==> src/rtl/vga_timing_pkg.sv <==
// Shared 640x480@60 Hz raster constants, RRRGGGBB field layout and the
// colour-expansion helper used by the VGA timing generator.
package vga_timing_pkg;

    localparam int H_VISIBLE = 640;
    localparam int H_FP      = 16;
    localparam int H_SYNC    = 96;
    localparam int H_BP      = 48;
    localparam int V_VISIBLE = 480;
    localparam int V_FP      = 10;
    localparam int V_SYNC    = 2;
    localparam int V_BP      = 33;

    localparam int H_TOTAL      = H_VISIBLE + H_FP + H_SYNC + H_BP;
    localparam int V_TOTAL      = V_VISIBLE + V_FP + V_SYNC + V_BP;
    localparam int H_SYNC_START = H_VISIBLE + H_FP;
    localparam int H_SYNC_END   = H_SYNC_START + H_SYNC;
    localparam int V_SYNC_START = V_VISIBLE + V_FP;
    localparam int V_SYNC_END   = V_SYNC_START + V_SYNC;

    localparam int R_MSB = 7;
    localparam int R_LSB = 5;
    localparam int G_MSB = 4;
    localparam int G_LSB = 2;
    localparam int B_MSB = 1;
    localparam int B_LSB = 0;

    localparam bit SYNC_POL_DEFAULT    = 1'b0;
    localparam int PIX_LATENCY_DEFAULT = 2;

    typedef struct packed {
        logic hs;
        logic vs;
        logic act;
    } sync_bits_t;

    typedef struct packed {
        logic [7:0] r;
        logic [7:0] g;
        logic [7:0] b;
    } rgb888_t;

    // Bit replication spreads the short fields over the full 0..255 DAC range.
    function automatic rgb888_t expand_rgb332(input logic [7:0] color);
        logic [2:0] r3;
        logic [2:0] g3;
        logic [1:0] b2;
        rgb888_t    rgb;
        r3    = color[R_MSB:R_LSB];
        g3    = color[G_MSB:G_LSB];
        b2    = color[B_MSB:B_LSB];
        rgb.r = {r3, r3, r3[2:1]};
        rgb.g = {g3, g3, g3[2:1]};
        rgb.b = {b2, b2, b2, b2};
        return rgb;
    endfunction

endpackage

==> src/rtl/vga_sync_delay.sv <==
// Fixed-depth shift register that realigns the raw sync/active bits with the
// renderer's pixel pipeline; depth 0 degenerates to a wire.
module vga_sync_delay
    import vga_timing_pkg::*;
#(
    parameter int               DEPTH     = 2,
    parameter int               WIDTH     = 3,
    parameter logic [WIDTH-1:0] RESET_VAL = '0
) (
    input  logic             clk,
    input  logic             rst,
    input  logic [WIDTH-1:0] d,
    output logic [WIDTH-1:0] q
);

    generate
        if (DEPTH == 0) begin : g_bypass
            assign q = d;
        end else begin : g_shift
            logic [WIDTH-1:0] stage [DEPTH];

            // NOTE: every stage is reset (unlike a RAM) so no stale sync or
            // active bit can reach the pins in the clocks after reset release.
            always_ff @(posedge clk or posedge rst) begin
                if (rst) begin
                    for (int i = 0; i < DEPTH; i++) stage[i] <= RESET_VAL;
                end else begin
                    stage[0] <= d;
                    for (int i = 1; i < DEPTH; i++) stage[i] <= stage[i-1];
                end
            end

            assign q = stage[DEPTH-1];
        end
    endgenerate

endmodule

==> src/rtl/vga_timing_gen.sv <==
// VGA raster timing: free-running x/y counters, sync/blank delayed to match
// the renderer latency, registered DAC and sync pins, and a per-frame tick.
module vga_timing_gen
    import vga_timing_pkg::*;
#(
    parameter int H_VISIBLE   = vga_timing_pkg::H_VISIBLE,
    parameter int H_FP        = vga_timing_pkg::H_FP,
    parameter int H_SYNC      = vga_timing_pkg::H_SYNC,
    parameter int H_BP        = vga_timing_pkg::H_BP,
    parameter int V_VISIBLE   = vga_timing_pkg::V_VISIBLE,
    parameter int V_FP        = vga_timing_pkg::V_FP,
    parameter int V_SYNC      = vga_timing_pkg::V_SYNC,
    parameter int V_BP        = vga_timing_pkg::V_BP,
    parameter int PIX_LATENCY = PIX_LATENCY_DEFAULT,
    parameter bit SYNC_POL    = SYNC_POL_DEFAULT
) (
    input  logic       vga_clk,
    input  logic       rst,
    input  logic [7:0] pixel_color,
    output logic [9:0] x,
    output logic [9:0] y,
    output logic       video_on,
    output logic       frame_tick,
    output logic [7:0] vga_r,
    output logic [7:0] vga_g,
    output logic [7:0] vga_b,
    output logic       vga_hs,
    output logic       vga_vs,
    output logic       vga_blank_n,
    output logic       vga_sync_n
);

    localparam int HT  = H_VISIBLE + H_FP + H_SYNC + H_BP;
    localparam int VT  = V_VISIBLE + V_FP + V_SYNC + V_BP;
    localparam int HSS = H_VISIBLE + H_FP;
    localparam int HSE = HSS + H_SYNC;
    localparam int VSS = V_VISIBLE + V_FP;
    localparam int VSE = VSS + V_SYNC;

    logic       x_last;
    logic       y_last;
    sync_bits_t raw;
    sync_bits_t dly;
    rgb888_t    rgb;

    assign x_last = (x == 10'(HT - 1));
    assign y_last = (y == 10'(VT - 1));

    // NOTE: sequential state uses non-blocking assignments so every register
    // samples the pre-edge values, whatever order the statements appear in.
    always_ff @(posedge vga_clk or posedge rst) begin
        if (rst) begin
            x          <= '0;
            y          <= '0;
            frame_tick <= 1'b0;
        end else begin
            x <= x_last ? '0 : x + 10'd1;
            if (x_last) y <= y_last ? '0 : y + 10'd1;
            // Registered off the pre-wrap state so it coincides with (0, V_VISIBLE).
            frame_tick <= x_last && (y == 10'(V_VISIBLE - 1));
        end
    end

    assign video_on = (x < 10'(H_VISIBLE)) && (y < 10'(V_VISIBLE));
    assign raw.hs   = (x >= 10'(HSS)) && (x < 10'(HSE));
    assign raw.vs   = (y >= 10'(VSS)) && (y < 10'(VSE));
    assign raw.act  = video_on;

    vga_sync_delay #(
        .DEPTH     (PIX_LATENCY),
        .WIDTH     (3),
        .RESET_VAL (3'b000)
    ) u_sync_delay (
        .clk (vga_clk),
        .rst (rst),
        .d   (raw),
        .q   (dly)
    );

    assign rgb = expand_rgb332(pixel_color);

    // Gating on the delayed active bit keeps blanking-time garbage off the DAC.
    always_ff @(posedge vga_clk or posedge rst) begin
        if (rst) begin
            vga_hs      <= ~SYNC_POL;
            vga_vs      <= ~SYNC_POL;
            vga_blank_n <= 1'b0;
            vga_r       <= '0;
            vga_g       <= '0;
            vga_b       <= '0;
        end else begin
            vga_hs      <= dly.hs ~^ SYNC_POL;
            vga_vs      <= dly.vs ~^ SYNC_POL;
            vga_blank_n <= dly.act;
            vga_r       <= dly.act ? rgb.r : 8'h00;
            vga_g       <= dly.act ? rgb.g : 8'h00;
            vga_b       <= dly.act ? rgb.b : 8'h00;
        end
    end

    assign vga_sync_n = 1'b0;

endmodule
==> config.mk <==
export PLATFORM = sky130hd
export DESIGN_NAME = vga_timing_gen
export DESIGN_NICKNAME = d
export VERILOG_FILES = /design/src/rtl/vga_timing_pkg.sv /design/src/rtl/vga_sync_delay.sv /design/src/rtl/vga_timing_gen.sv
export SDC_FILE = /design/constraint.sdc
export NUM_CORES = 1
export LEC_CHECK = 0
export ABC_AREA = 0
export CAP_MARGIN = 10
export CORE_MARGIN = 1.5
export CORE_UTILIZATION = 35
export DETAILED_ROUTE_END_ITERATION = 8
export PLACE_DENSITY = 0.66
export SLEW_MARGIN = 5
export SYNTH_ARGS = -nofsm -noshare
export SYNTH_HDL_FRONTEND = slang
export SYNTH_HIERARCHICAL = 1
export SYNTH_SLANG_ARGS = --single-unit
==> constraint.sdc <==
create_clock -name vga_clk -period 4 [get_ports vga_clk]
set_input_delay 1 -clock vga_clk [delete_from_list [all_inputs] [get_ports vga_clk]]
set_output_delay 1 -clock vga_clk [all_outputs]
set_load 0.005 [all_outputs]
==> metrics <==
outcome finished clean; Root Buffer clkbuf_8; Leak Pwr 0.9880 nW; antenna violations before repair 0; H-tree levels 2; Synth area leaders dfrtp_1 (51%), buf_4 (8.6%), xnor2_1 (5.0%), and2_1 (3.2%), nand3_1 (3.1%); hold depth 1; critical path peak fanout 6; ys flop type dfrtp_1; setup TNS 0 ps; final hold violation count 0; Worst path slowest cell clkdlybuf4s50_1; Storage cell area 953.4 µm²; Post-CTS Resized 0; chip height 73.80 µm; GRT Overall Usage 0.1365; Antenna Cells 0; reg2reg path depth 6; Area Growth Syn to Fin 34.31%; post-route clock period utilization 0.7137; synthesized flop and latch total 38; area of the multi-input gates 598.1 µm²; Slew Limit Fails 0; num ports 60; Gate power share 0.064; Syn. warnings 6; post-synthesis sequential area ratio 0.5435; Tightest Pin Transition 641.1 ps; crit path capture type output pin; Sw Pwr 0.1490 mW; Vias/cell 4.509; CP max stage delay 530 ps; Synth Instances 160; hold slack final 347.6 ps; fraction of power spent switching nets 0.2108; antenna-violating nets left 0; Crit path depth 4; Total Die Area 5446 µm²; Final Skew 2.323 ps; min Tclk post-route 2855 ps; area share of the largest cell type after synthesis 0.5136; Initial Util 0.3665; pin count of the biggest net entering global routing 33; HPWL after DPL 2404 µm; nets@finish 219; Pint 0.5577 mW; Fmax achieved 0.3503 GHz; buffers added on ports 58; first-pass GRT wire length 5533 µm; CTS tree yes; CP Cell Sequence and2_2 > and3_1 > nor2_1 > clkdlybuf4s50_1; grt total ovfl 0; Seq pwr share 0.553; # hold bufs at CTS 0; TritonCTS Buffers 5; Worst-Skew Late Latency 290 ps; Placement Rows 25; clock sink count 38; total core area 4786 µm²; RSZ-0062 raised after global routing no; syn nets 174; Peak VDD IR 0.1278 mV; final core occ 0.4923; syn_area_per_cell 10.96 µm²; P per Cell Area 300.0 nW/µm²; critical path arrival 1850 ps; Residual DRC 0; Chip Width 73.80 µm; ratio of cells with drive above 1 in the final layout 0.08252; Fill cells 449; Setup CP Type flop to output pin; total number of vias 1231; number of enable flip-flop cells after synthesis 0; clk buf depth 2; Hold Path Class flop to flop; ys async rst share 1.000; Crit path required time 3000 ps; Setup Fix Bufs, Post-CTS 0; drt first-iter violations 31; clock power share 0.383; DR pass1 iterations 4; crit-path leading delay family simple AND/OR/NAND/NOR gates; Final Setup Violations 0; final RePlAce weighted congestion 0.8177; Yosys cell types 33; Synth area leader dfrtp_1; Clock Pin Slew Worst Setup and Hold Paths 70 ps; Post-Route WL 3373 µm; Max-Cap Viols 0; relative slew slack 0.5687; WL/cell 12.36 µm; Netlist Area Pre-Place 1754 µm²; vias in the first global route 1131; worst path bufs/invs 1; Worst setup SP type flop
==> cell type report <==
cell class                      instances  area share
Sequential cell                        38      0.4047
Multi-Input combinational cell         90      0.2539
Timing Repair Buffer                   59      0.2496
Clock buffer                            7     0.03664
Tap cell                               67     0.03558
Inverter                               11     0.01753
Clock inverter                          1    0.002124
==> Yosys cell counts (all sizes together) (2+ instances only) <==
cell / number
dfstp: 2
inv: 11
nand4: 6
nor4: 5
a21oi: 2
nand2: 3
xor2: 3
buf: 21
nor4b: 2
xnor2: 10
nand3: 12
or2: 2
nor3: 2
o21ai: 5
ha: 4
nor2: 13
and2: 10
dfrtp: 36
and3: 3
==> layer usage <==
layer	up-vias	part of all wire	GRT usage
li1	603	-	-
met3	5	0.060	0.03567
met2	49	0.47	0.2142
met1	574	0.46	0.1736
met4	0	0.015	0.06790
met5	-	0	0
==> placed cells by master (no fill, tap or decap), types with 2 or more instances in the layout <==
cell type        synthesis  routed
xnor2_1                 10      10
ha_1                     4       4
nor4b_1                  2       2
clkbuf_8                 0       6
nor2_1                  13      13
inv_1                   11      11
xor2_1                   3       3
and2_1                   9       9
o21ai_0                  5       5
dfrtp_1                 36      36
clkdlybuf4s50_1          0      58
nand2_1                  3       3
a21oi_1                  2       2
nor4_1                   4       4
nand4_1                  6       6
dfstp_2                  2       2
and3_1                   3       3
nand3_1                 11      11
==> metrics by stage <==
stage	worst slack, ps	power (mW)	cells	cell area (µm²)
after detailed placement	1459	0.4450	265	2265
after global routing	1055	0.7446	273	2356
after CTS	1119	0.7211	273	2356
after global placement	1496	0.4443	265	2265
after floorplan	2018	0.4210	160	1754
final	1145	0.7067	273	2356
==> sequential cells by signal (all words and copies together), names as in the netlist <==
name and count:
x 10, vga_r 3, frame_tick 1, vga_hs 1
u_sync_delay/q 3, vga_g 3, u_sync_delay/g_shift.stage 3, vga_b 2
vga_blank_n 1, vga_vs 1, y 10
==> final timing paths <==
kind / start / endpoint / slack [ps]
setup / recovery: y[5]$_DFFE_PP0N_ / video_on / 1150
hold / removal: u_sync_delay/q[1]$_DFF_PP0_ / vga_vs$_DFF_PP1_ / 350
setup reg to reg: y[0]$_DFFE_PP0N_ / y[3]$_DFFE_PP0N_ / 2100
hold reg to reg: u_sync_delay/q[1]$_DFF_PP0_ / vga_vs$_DFF_PP1_ / 350
max in group asynchronous: rst / vga_vs$_DFF_PP1_ / 2540
min in group asynchronous: rst / u_sync_delay/g_shift.stage[3]$_DFF_PP0_ / 960
==> power by group through the flow <==
stage / sequential, mW / clock, mW / combinational [mW]
2_1_floorplan: 0.399 / 0 / 0.0221
3_3_place_gp: 0.398 / 0 / 0.0460
3_5_place_dp: 0.399 / 0 / 0.0464
4_1_cts: 0.391 / 0.284 / 0.0465
5_1_grt: 0.391 / 0.303 / 0.0504
6_report: 0.391 / 0.270 / 0.0453
==> worst reg2reg max path, stage by stage (launching register included) <==
cell	delay [ps]
dfrtp_1	420
inv_1	120
ha_1	170
nor3b_1	220
nand3_1	170
nor4_1	520
nor2_1	140
==> logic make-up after synthesis <==
kind of cell    after synthesis  share of synthesized area
simple gates                 61                     0.2083
compound gates               11                    0.03709
flops                        38                     0.5435
xor+xnor                     13                    0.06491
buf+inv                      32                     0.1155
other cells                   1                   0.002138
fa+ha+maj                     4                    0.02853
(Power assumes the default switching activity.)
